[src/rtl/ibm_sched.sv]
// ibm_sched: job scheduler feeding syndrome sets to the ibm key-equation solver
//   i_clk, i_rst                      clock, synchronous active-high reset
//   i_syn_valid/o_syn_ready           syndrome set handshake into 1-entry staging
//   i_syn_mode/i_syn_code/i_syn_S     set tags and {S8..S1}
//   o_ibm_clear_and_wen/mode/code/S   ibm load pulse and operands
//   i_ibm_valid/i_ibm_sigma           ibm result pulse and packed sigma
//   o_out_valid/i_out_ready           result handshake toward Chien search
//   o_out_sigma/mode/code/zero        result data, tags, all-zero bypass flag
//   o_err                             one-cycle pulse on ibm timeout abort
module ibm_sched #(
    parameter int SYM_W   = 10,
    parameter int TIMEOUT = 12
) (
    input  logic               i_clk,
    input  logic               i_rst,
    input  logic               i_syn_valid,
    output logic               o_syn_ready,
    input  logic               i_syn_mode,
    input  logic [1:0]         i_syn_code,
    input  logic [8*SYM_W-1:0] i_syn_S,
    output logic               o_ibm_clear_and_wen,
    output logic               o_ibm_mode,
    output logic [1:0]         o_ibm_code,
    output logic [8*SYM_W-1:0] o_ibm_S,
    input  logic               i_ibm_valid,
    input  logic [8*SYM_W-1:0] i_ibm_sigma,
    output logic               o_out_valid,
    input  logic               i_out_ready,
    output logic [8*SYM_W-1:0] o_out_sigma,
    output logic               o_out_mode,
    output logic [1:0]         o_out_code,
    output logic               o_out_zero,
    output logic               o_err
);
    localparam int SW = 8*SYM_W;
    typedef enum logic [1:0] {IDLE, RUN, HOLD} state_t;
    state_t state_q, state_d;
    logic stg_full_q, stg_full_d, stg_mode_q, stg_mode_d, job_mode_q, job_mode_d;
    logic [1:0] stg_code_q, stg_code_d, job_code_q, job_code_d;
    logic [SW-1:0] stg_s_q, stg_s_d;
    logic [3:0] timer_q, timer_d;
    logic out_valid_q, out_valid_d, out_mode_q, out_mode_d, out_zero_q, out_zero_d;
    logic [1:0] out_code_q, out_code_d;
    logic [SW-1:0] out_sigma_q, out_sigma_d;
    logic stg_zero, out_free, clear, pop, wr, wr_zero, done, err;
    logic [SW-1:0] bypass_sigma;
    always_comb begin
        stg_zero = (stg_code_q != 2'b10 && !stg_mode_q) ? ~|stg_s_q[4*SYM_W-1:0] : ~|stg_s_q;
        bypass_sigma = SW'(1) | ((stg_mode_q && stg_code_q != 2'b10) ? (SW'(1) << (5*SYM_W)) : '0);
        out_free = !out_valid_q || i_out_ready;
        state_d = state_q;
        stg_full_d = stg_full_q;
        stg_mode_d = stg_mode_q;
        stg_code_d = stg_code_q;
        stg_s_d = stg_s_q;
        job_mode_d = job_mode_q;
        job_code_d = job_code_q;
        timer_d = timer_q;
        out_valid_d = out_valid_q;
        out_sigma_d = out_sigma_q;
        out_mode_d = out_mode_q;
        out_code_d = out_code_q;
        out_zero_d = out_zero_q;
        clear = 1'b0;
        pop = 1'b0;
        wr = 1'b0;
        wr_zero = 1'b0;
        done = 1'b0;
        err = 1'b0;
        case (state_q)
            IDLE: begin
                if (stg_full_q && !stg_zero) clear = 1'b1;
                else if (stg_full_q && out_free) begin
                    wr = 1'b1;
                    wr_zero = 1'b1;
                    pop = 1'b1;
                end
            end
            RUN: begin
                if (i_ibm_valid) begin
                    if (out_free) done = 1'b1;
                    else state_d = HOLD;
                end else if (timer_q == 4'(TIMEOUT)) begin
                    err = 1'b1;
                    state_d = IDLE;
                end else timer_d = timer_q + 4'd1;
            end
            HOLD: done = out_free;
            default: state_d = IDLE;
        endcase
        // Capturing a result immediately chains the next nonzero job; zero jobs go via IDLE to keep order
        if (done) begin
            wr = 1'b1;
            state_d = IDLE;
            clear = stg_full_q && !stg_zero;
        end
        // Timer starts at 1 so it equals cycles elapsed since the clear pulse
        if (clear) begin
            pop = 1'b1;
            job_mode_d = stg_mode_q;
            job_code_d = stg_code_q;
            timer_d = 4'd1;
            state_d = RUN;
        end
        if (pop) stg_full_d = 1'b0;
        if (i_syn_valid && !stg_full_q) begin
            stg_full_d = 1'b1;
            stg_mode_d = i_syn_mode;
            stg_code_d = i_syn_code;
            stg_s_d = i_syn_S;
        end
        if (i_out_ready) out_valid_d = 1'b0;
        if (wr) begin
            out_valid_d = 1'b1;
            out_sigma_d = wr_zero ? bypass_sigma : i_ibm_sigma;
            out_mode_d = wr_zero ? stg_mode_q : job_mode_q;
            out_code_d = wr_zero ? stg_code_q : job_code_q;
            out_zero_d = wr_zero;
        end
    end
    always_ff @(posedge i_clk) begin
        if (i_rst) begin
            state_q <= IDLE;
            stg_full_q <= 1'b0;
            stg_mode_q <= 1'b0;
            stg_code_q <= '0;
            stg_s_q <= '0;
            job_mode_q <= 1'b0;
            job_code_q <= '0;
            timer_q <= '0;
            out_valid_q <= 1'b0;
            out_sigma_q <= '0;
            out_mode_q <= 1'b0;
            out_code_q <= '0;
            out_zero_q <= 1'b0;
        end else begin
            state_q <= state_d;
            stg_full_q <= stg_full_d;
            stg_mode_q <= stg_mode_d;
            stg_code_q <= stg_code_d;
            stg_s_q <= stg_s_d;
            job_mode_q <= job_mode_d;
            job_code_q <= job_code_d;
            timer_q <= timer_d;
            out_valid_q <= out_valid_d;
            out_sigma_q <= out_sigma_d;
            out_mode_q <= out_mode_d;
            out_code_q <= out_code_d;
            out_zero_q <= out_zero_d;
        end
    end
    assign o_syn_ready = !stg_full_q;
    assign o_ibm_clear_and_wen = clear;
    assign o_ibm_mode = clear ? stg_mode_q : job_mode_q;
    assign o_ibm_code = clear ? stg_code_q : job_code_q;
    assign o_ibm_S = stg_s_q;
    assign o_out_valid = out_valid_q;
    assign o_out_sigma = out_sigma_q;
    assign o_out_mode = out_mode_q;
    assign o_out_code = out_code_q;
    assign o_out_zero = out_zero_q;
    assign o_err = err;
endmodule

[config.mk]
export PLATFORM = sky130hd
export DESIGN_NAME = ibm_sched
export DESIGN_NICKNAME = d
export VERILOG_FILES = /design/src/rtl/ibm_sched.sv
export SDC_FILE = /design/constraint.sdc
export NUM_CORES = 1
export LEC_CHECK = 0
export BUFFER_PORTS_ARGS = -buffer_cell sky130_fd_sc_hd__buf_2
export CORE_AREA = 2 2 132 134
export CTS_CLUSTER_DIAMETER = 40
export DETAILED_ROUTE_END_ITERATION = 10
export DIE_AREA = 0 0 134 136
export GPL_TIMING_DRIVEN = 0
export HOLD_SLACK_MARGIN = 0.12
export PLACE_DENSITY = 0.7
export SYNTH_ARGS = -nofsm -noshare
export SYNTH_HDL_FRONTEND = slang
export SYNTH_SLANG_ARGS = --single-unit
export TNS_END_PERCENT = 100
[constraint.sdc]
create_clock -name i_clk -period 3.05 [get_ports i_clk]
set_clock_uncertainty 0.15 [all_clocks]
set_input_delay 0.61 -clock i_clk [delete_from_list [all_inputs] [get_ports i_clk]]
set_output_delay 0.61 -clock i_clk [all_outputs]
set_load 0.03 [all_outputs]
# Word-level counts from Yosys, hierarchy flattened
# Index checks and enable logic that the tools add are counted.
totals:
  reg_bits: 178
  inputBits: 168
  output_inout_bits: 171
  wordCells: 90
op_classes:
  addsub: 1
  n_eq_ne: 11
  n_mux: 35
  bitwise_logic: 3
  reduce_logical: 25
op_table:
  columns: ["operator", "n"]
  rows:
  - ["$mux W80", 1]
  - ["$reduce_or A80 Y1", 1]
  - ["$mux W51", 1]
  - ["$reduce_or A40 Y1", 1]
  - ["$mux W1", 26]
  - ["$reduce_and A3 Y1", 4]
  - ["$mux W2", 5]
  - ["$ne A5 B5 Y1 const B", 2]
  - ["$logic_not A1 Y1", 6]
  - ["$ne A2 B2 Y1 const B", 3]
  - ["$ne A3 B3 Y1 const B", 2]
  - ["$reduce_bool A2 Y1", 3]
  - ["$logic_and A1 B1 Y1", 5]
  - ["$add A4 B1 Y4 const B", 1]
  - ["$eq A4 B4 Y1 const B", 1]
  - ["$pmux W2 S2", 1]
  - ["$reduce_or A2 Y1", 2]
  - ["$ne A3 B1 Y1 const B", 1]
  - ["$not A1 Y1", 3]
  - ["$reduce_or A3 Y1", 1]
  - ["$eq A2 B1 Y1 const B", 1]
  - ["$eq A2 B2 Y1 const B", 1]
  - ["$logic_not A2 Y1", 1]
  - ["$pmux W1 S2", 1]
  - ["$logic_or A1 B1 Y1", 1]

# Depth between registers and ports, before layout
# Gate-level depths: netlist (run 1).
depth:
  depth_word: 11
  mapped_depth: 10
  ltp_nobuf: 8

# Worst setup path before layout (run 1)
# No wires, ideal clock.
synth_timing:
  path_kind: "reg-to-output"
  startpoint: "reg stg_s_q[61], in the netlist o_ibm_S[61]"
  endpoint: "out o_ibm_code[0]"
  t_arrival_ns: 1.823
  t_required_ns: 2.290
  slack_ns: 0.467
  stages_incl_launch_ff: 7
  n_path_buf: 1
  path_cell_list: "dfxtp_1 -> nor4_1 -> nand4_1 -> o32a_1 -> clkbuf_1 -> o211ai_1 -> nand2_1"
synth_via:
  elab_chain_len: 9
synth_lines:
  columns: ["item", "line", "text"]
  rows:
  - ["start, declared", "40", "logic [SW-1:0] stg_s_q, stg_s_d;"]
  - ["start signal, assigned", "141", "stg_s_q <= stg_s_d;"]
  - ["$reduce_or A80 Y1 *", "48", "stg_zero = (stg_code_q != 2'b10 && !stg_mode_q) ? ~|stg_s_q[4*SYM_W-1:0] : ~|stg_s_q;"]
  - ["$logic_not A1 Y1 *", "48", null]
  - ["$mux W1 *", "48", null]
  - ["$logic_not A1 Y1 *", "72, 95", null]
  - ["$logic_and A1 B1 Y1 *", "72, 95", null]
  - ["$mux W1", "72", "if (stg_full_q && !stg_zero) clear = 1'b1;"]
  - ["$mux W1", "70", "case (state_q)"]
  - ["$mux W1 *", "92", "if (done) begin"]
  - ["$mux W2 *", null, null]
  - ["end, declared", "23", "output logic [1:0] o_ibm_code,"]
# Mark *: on every way between the ends. The rest lies on a longest branch, timed or not.

# Worst setup path after layout (run 1)
layout_timing:
  startpoint: "reg stg_s_q[31], in the netlist o_ibm_S[31]"
  endpoint: "out o_ibm_code[0]"
layout_via:
  elab_chain_len: 9
  elab_cells_between_ends: 11
  classes_between: "5 x mux; 6 x reduce/logical"
layout_lines:
  columns: ["item", "line"]
  rows:
  - ["$reduce_or A80 Y1 / $reduce_or A40 Y1 (equally long branches)", "48"]
  - ["$logic_not A1 Y1", "48"]
  - ["$mux W1 *", "48"]
  - ["$logic_not A1 Y1 *", "72, 95"]
  - ["$logic_and A1 B1 Y1 *", "72, 95"]
  - ["$mux W1", "72"]
  - ["$mux W1", "70"]
  - ["$mux W1 *", "92"]
  - ["$mux W2 *", null]
# Marks and branches as above.

==> metrics.csv, run 1 <==
stage,metric,value,unit
clock_network,ctsLongestPathBuffers,2,
synth,synth_cell_types,32,
finish,diodes,0,
global_routing,grtUsageTotal,0.225,
synth,ys.flop_type,dfxtp_1,
sta,hold_viol,0,
sta,fin_crit,3.04,ns
drt,via_count,6993,
synth,synth_area_per_cell,7.84,um^2
drt,routedWlPerCell,14.7,um
die,pin_count,339,
power_and_ir_drop,peakVddDrop,389,uV
global_routing,gr-total-overflow,0,
place,placed_area,8550,um^2
finish,areaGrowthSynthToFinish,42.9,%
finish,fin_area,9400,um^2
min_path,min_path_cells,3,
synth,yosysTopAreaCellShare,0.542,
global_routing,grt_antenna_before_repair,0,
die,initial_core_util,0.390,
synth,synth_top_area_cell,dfxtp_1,
finish,final_net_count,1380,
synth,ys_seq_elements,178,
global_routing,grt_pass1_wl,32.7,mm
min_path,hp-start,i_syn_S[37],
die,design.die.area,18200,um^2
setup_path,start_kind,flip-flop,
global_routing,grt_max_degree,17,
setup_path,r2r-end,o_out_sigma[61],
place,dp_hpwl,16.1,mm
synth,synth_edf_count,0,
setup_path,crit_fanout,4,
synth,yosys-top-cells-area,"dfxtp_1 54%, nand2_1 19%, a21oi_1 13%",
sta,rsz0062_at_grt,yes,
synth,synthCells,839,
clock_network,cts_tree,built,
drt,wirelength,21.2,mm
global_routing,grt_pass1_vias,6490,
die,die_y,136,um
sta,post-route-period-util,0.995,
synth,async_flop_share,0,
setup_path,required,2.29,ns
setup_path,reg2reg_depth,10,
power_and_ir_drop,total_power,5450,uW
synth,netlist_area,6580,um^2
drt,vias_per_cell,4.84,
min_path,hold_path_class,input port to flip-flop,
sta,final_max_slew_viol_count,0,
setup_path,endpoint_kind,output port,
die,die_w,134,um
sta,setup_violations,0,
synth,synth_warnings,0,
clock_network,cts_hold_buf,0,
clock_network,clock-sinks,178,
sta,max_freq,0.329,GHz
clock_network,cts_buffers,17,
clock_network,ctsRootBufferMaster,clkbuf_16,
die,core,16900,um^2
setup_path,reg2reg_setup_slack,0.23,ns
drt,ant_nets,0,
clock_network,h-tree-depth,4,
sta,worstMarginPinSlew,0.737,ns
setup_path,reg2reg_from,o_ibm_S[31],
sta,maxSlewHeadroom,0.509,
setup_path,cp.arrival,2.28,ns
power_and_ir_drop,p_leak,0.00421,uW
clock_network,path_clk_slew,0.07,ns
job,maxCapViolations,0,
clock_network,clk_latency,0.42,ns
drt,drt-initial-drc-count,265,
place,routabilityCongestion,0.812,
power_and_ir_drop,powerDensity,580,nW/um^2
synth,synth-seq-area-share,0.542,
min_path,hold_end,o_ibm_S[37],
place,port_buffers,338,
finish,fillers,1686,
drt,drc_errors,0,
die,rows,48,
finish,drive_above_1_share,0.344,
drt,dr.pass1.iters,4,
sta,setup_tns,0,ns
run_status,status,completed,
synth,syn_nets,1012,
setup_path,crit_type,flip-flop to output port,
-- placed cells by master, fill, tap and decap left out, types with 7 or more instances in the layout --
cell type	count
a21oi_1	169
nor3_1	9
dfxtp_1	172
nand2_1	333
buf_6	8
buf_2	339
inv_1	9
nor4_2	7
clkbuf_1	48
o211ai_1	7
buf_4	11
nor4_1	8
clkbuf_16	17
-- logic make-up (layout without fill, tap and decap cells) --
logic type      after synthesis  after routing  synth area share
mux                           5              5           0.00780
flops                       178            178             0.542
simple gates                389            389             0.239
buf+inv                      68            448            0.0432
compound gates              191            191             0.155
xor+xnor                      3              3           0.00400
fa+ha+maj                     5              5           0.00951
-- cell usage after synthesis, drive strengths merged (2+ instances only) --
master	n
nand2	333
dfxtp	178
a21oi	171
clkbuf	47
nor4	20
buf	11
inv	10
nor3	10
o211ai	7
nand4	6
nor2	6
ha	5
nand3	5
mux2i	4
nor2b	4
a211oi	3
o21ai	3
xnor2	3
nand2b	2
or3	2
-- worst max-delay path, cell delays in order (launching register included) --
cell      delay, ns
dfxtp_1        0.35
nor4_2         0.30
nand4_1        0.12
buf_4          0.17
or3_4          0.41
o211ai_1       0.22
nand2_1        0.13
buf_6          0.16
-- area by class of cell --
cell class	count	area, um^2	area share
buffer	57	243	0.0258
clock buffer	20	447	0.0475
clock inverter	11	105	0.0112
inverter	10	37.5	0.00399
multi-input combinational	593	2910	0.309
sequential	178	3570	0.380
tap	225	282	0.0299
timing repair buffer	350	1810	0.193
-- how the worst max path moves through the flow --
stage | slack (ns) | end | from | depth (start not counted)
floorplan | 0.47 | o_ibm_code[0] | o_ibm_S[61] | 6
global placement | 0.007 | o_ibm_clear_and_wen | o_ibm_S[72] | 7
detailed placement | -0.03 | o_ibm_clear_and_wen | o_ibm_S[72] | 7
CTS | 0.009 | o_ibm_code[0] | o_ibm_S[40] | 6
global route | -0.1 | o_ibm_mode | o_ibm_S[31] | 7
finish | 0.01 | o_ibm_code[0] | o_ibm_S[31] | 7
-- layer usage --
layer  share of wire  vias to the layer above  global-route usage
met5               0                        -                   0
met2            0.50                      234               0.406
met4           0.016                        0              0.0674
met3           0.078                       25              0.0675
li1                -                     3518                   -
met1            0.40                     3216               0.257
-- report_power, final --
| group | internal (uW) | switching, uW |
|---|---|---|
| Sequential | 2420 | 90.1 |
| Clock | 1150 | 928 |
| Combinational | 315 | 543 |
| Total | 3890 | 1560 |
-- through the flow --
stage | instances | worst slack [ns] | util | hold slack (ns)
3_3_place_gp | 1402 | 0.00686 | 0.507 | 0.289
5_1_grt | 1444 | -0.0989 | 0.557 | 0.251
6_report | 1444 | 0.0143 | 0.557 | 0.268
2_1_floorplan | 839 | 0.467 | - | 0.309
3_5_place_dp | 1402 | -0.0254 | 0.507 | 0.293
4_1_cts | 1441 | 0.00896 | 0.550 | 0.253
-- state kept, by name (all words and copies together) (netlist names) --
name	count
o_out_mode	1
job_code_q	2
stg_code_q	2
o_ibm_S	80
state_q	2
o_out_sigma	80
timer_q	4
o_out_code	2
stg_full_q	1
o_out_zero	1
o_out_valid	1
job_mode_q	1
stg_mode_q	1
-- timing repair --
action | in CTS | in global routing
setup endpoints to repair | 4 | 4
cloned | 0 | 0
pin swaps | 12 | 16
setup buffers | 9 | 3
gates resized for setup | 24 | 23
(Power assumes the default switching activity.)
==> inputs of run 2 (changes only) <==
--- a/config.mk
+++ b/config.mk
@@ -6,13 +6,16 @@
 export NUM_CORES = 1
 export LEC_CHECK = 0
 export BUFFER_PORTS_ARGS = -buffer_cell sky130_fd_sc_hd__buf_2
-export CORE_AREA = 2 2 132 134
+export CELL_PAD_IN_SITES_DETAIL_PLACEMENT = 1
+export CELL_PAD_IN_SITES_GLOBAL_PLACEMENT = 2
+export CORE_ASPECT_RATIO = 0.9
+export CORE_MARGIN = 1
+export CORE_UTILIZATION = 24
 export CTS_CLUSTER_DIAMETER = 40
 export DETAILED_ROUTE_END_ITERATION = 10
-export DIE_AREA = 0 0 134 136
 export GPL_TIMING_DRIVEN = 0
 export HOLD_SLACK_MARGIN = 0.12
-export PLACE_DENSITY = 0.7
+export PLACE_DENSITY = 0.79
 export SYNTH_ARGS = -nofsm -noshare
 export SYNTH_HDL_FRONTEND = slang
 export SYNTH_SLANG_ARGS = --single-unit
==> run 2 against run 1 <==
Net effect:
- the run now ends with setup timing left
- highest routed layer is now met5
- sequential cell count unchanged
- wire length is 25% higher
- final cell count grew 9.5%
- die area is 54% higher
- final area increased by 2.3%
- clock power is 3% higher
- non-clock buffer count up 4
- count of clock-buffer cells in the layout unchanged
- critical path type unchanged
- via count rose by 0.72%
- fmax down 2.1%
==> metrics.csv, run 2 (synthesis results as in run 1) <==
stage,metric,value,unit
power_and_ir_drop,peakVddDrop,357,uV
power_and_ir_drop,internal_power,3850,uW
global_routing,grt_util_met2,0.311,
min_path,hp-start,i_syn_S[47],
setup_path,reg2reg_depth,8,
job,maxCapViolations,0,
power_and_ir_drop,seq_power_share,0.454,
finish,drive_above_1_share,0.347,
clock_network,h-tree-depth,4,
global_routing,grtUsageTotal,0.184,
min_path,min_path_cells,3,
place,dp_hpwl,20.0,mm
power_and_ir_drop,powerDensity,576,nW/um^2
power_and_ir_drop,p_leak,0.00424,uW
setup_path,reg2reg_setup_slack,0.30,ns
global_routing,grt_antenna_before_repair,4,
setup_path,reg2reg_from,state_q[1],
power_and_ir_drop,pwr-share-clk,0.386,
die,core,27000,um^2
die,rows,57,
setup_path,crit_family,simple AND/OR/NAND/NOR gates,
min_path,hold_path_class,input port to flip-flop,
setup_path,r2r-end,o_out_sigma[0],
setup_path,endpoint_kind,output port,
min_path,hold_end,o_ibm_S[47],
sta,setup_violations,3,
setup_path,cpMaxStageDelayCell,or3_4,
sta,post-route-period-util,1.02,
die,die_w,177,um
sta,worstMarginPinSlew,0.794,ns
sta,max_freq,0.322,GHz
setup_path,start_kind,flip-flop,
finish,fin_area,9620,um^2
sta,rsz0062_at_grt,yes,
sta,maxSlewHeadroom,0.470,
finish,areaGrowthSynthToFinish,46.2,%
power_and_ir_drop,switching_share,0.306,
finish,final_common_cell,buf_2,
die,pin_count,339,
place,placed_area,8710,um^2
drt,via_count,7043,
setup_path,path_cells,"nor4_2, nand4_1, buf_4, or3_4, o211ai_1, nand2_1, buf_6",
sta,final_max_slew_viol_count,0,
setup_path,crit_fanout,4,
clock_network,clk_latency,0.44,ns
drt,ant_nets,0,
clock_network,cts_buffers,17,
global_routing,grt_max_degree,17,
finish,utilization,0.357,
place,routabilityCongestion,0.793,
setup_path,cp_slowest_stage_delay,0.40,ns
clock_network,ctsLongestPathBuffers,2,
die,die_y,159,um
clock_network,clock-sinks,178,
clock_network,cts_hold_buf,0,
power_and_ir_drop,combPwrFrac,0.160,
setup_path,cp.buffers_inverters,2,
drt,vias_per_cell,4.45,
setup_path,crit_type,flip-flop to output port,
run_status,violations,setup timing,
power_and_ir_drop,p_sw,1690,uW
clock_network,cts_tree,built,
finish,final_net_count,1384,
place,port_buffers,338,
clock_network,path_clk_slew,0.07,ns
power_and_ir_drop,total_power,5540,uW
finish,final_cell_mix,"339 x buf_2, 333 x nand2_1, 172 x dfxtp_1",
drt,wirelength,26.5,mm
drt,drt-initial-drc-count,209,
drt,drc_errors,0,
global_routing,grt_util_met1,0.218,
global_routing,grt_pass1_vias,7083,
drt,routedWlPerCell,16.8,um
run_status,status,"complete, but fails checks",
sta,hold_viol,0,
die,initial_core_util,0.244,
global_routing,gr-total-overflow,0,
setup_path,cp.arrival,2.34,ns
clock_network,ctsRootBufferMaster,clkbuf_16,
die,design.die.area,28100,um^2
sta,fin_hold_ws,0.249,ns
sta,worst_slack,-0.0523,ns
sta,fin_crit,3.10,ns
global_routing,busiest_layer,met2,
global_routing,grt_pass1_wl,39.9,mm
global_routing,met3_usage,0.0695,
drt,dr.pass1.iters,4,
setup_path,cp_num_cells,7,
setup_path,required,2.29,ns
[run 2: cell types whose count changed in the layout (fill, tap and decap cells not counted), moves of 2 or more]
cell,delta
buf_4,+5
diode_2,+3
inv_8,+2
nor4_1,-2
nor4_2,+3
[run 2: timing repair]
action / in CTS / in global routing
resized for setup: 34 / 12
buffers inserted: 9 / 7
endpoints found under the setup margin: 4 / 13
cloned: 0 / 0
pin swaps: 12 / 18
[run 2: cell type report]
cell class,count,area (um^2)
diodes,3,7.51
flip-flops and latches,178,3570
fillers,3389,17300
plain buffers,57,243
clock inverters,12,97.6
well taps,354,443
inverters,10,37.5
clock buffers,20,457
multi-input cells,593,2930
repair buffers,354,1840
[run 2: how the worst max path moves through the flow]
stage / from / endpoint
floorplan: o_ibm_S[61] / o_ibm_code[0]
global placement: o_ibm_S[72] / o_ibm_clear_and_wen
detailed placement: o_ibm_S[3] / o_ibm_code[0]
CTS: o_ibm_S[47] / o_ibm_mode
global route: o_ibm_S[7] / o_ibm_mode
finish: o_ibm_S[29] / o_ibm_code[0]
[run 2: worst reg2reg max path: cells and delay by family, from the launching register on]
kind / cells / cell delay [ns]
compound gates: 2 / 0.53
fa+ha+maj: 1 / 0.22
simple gates: 2 / 0.33
flops: 1 / 0.34
buf+inv: 3 / 1.10
[run 2: metrics by stage]
stage                     setup WS [ns]  cells  TNS, ns
final                           -0.0523   1581   -0.114
after global routing             -0.252   1578   -0.782
after CTS                       -0.0925   1571   -0.291
after detailed placement        -0.0565   1531   -0.133
after global placement          -0.0427   1531  -0.0881
after floorplan                   0.467    839        0
[run 2: power by group through the flow]
| stage | combinational (uW) | sequential [uW] | clock, uW |
|---|---|---|---|
| 3_5_place_dp | 823 | 2560 | 0 |
| 4_1_cts | 878 | 2510 | 2210 |
| 3_3_place_gp | 817 | 2550 | 0 |
| 5_1_grt | 969 | 2530 | 2310 |
| 6_report | 888 | 2520 | 2140 |
| 2_1_floorplan | 310 | 2710 | 0 |
[run 2: per-layer routing]
| layer | vias to the layer above | share of wire |
|---|---|---|
| li1 | 3540 | - |
| met1 | 3236 | 0.43 |
| met2 | 238 | 0.47 |
| met3 | 23 | 0.085 |
| met4 | 6 | 0.010 |
| met5 | - | 0.0017 |
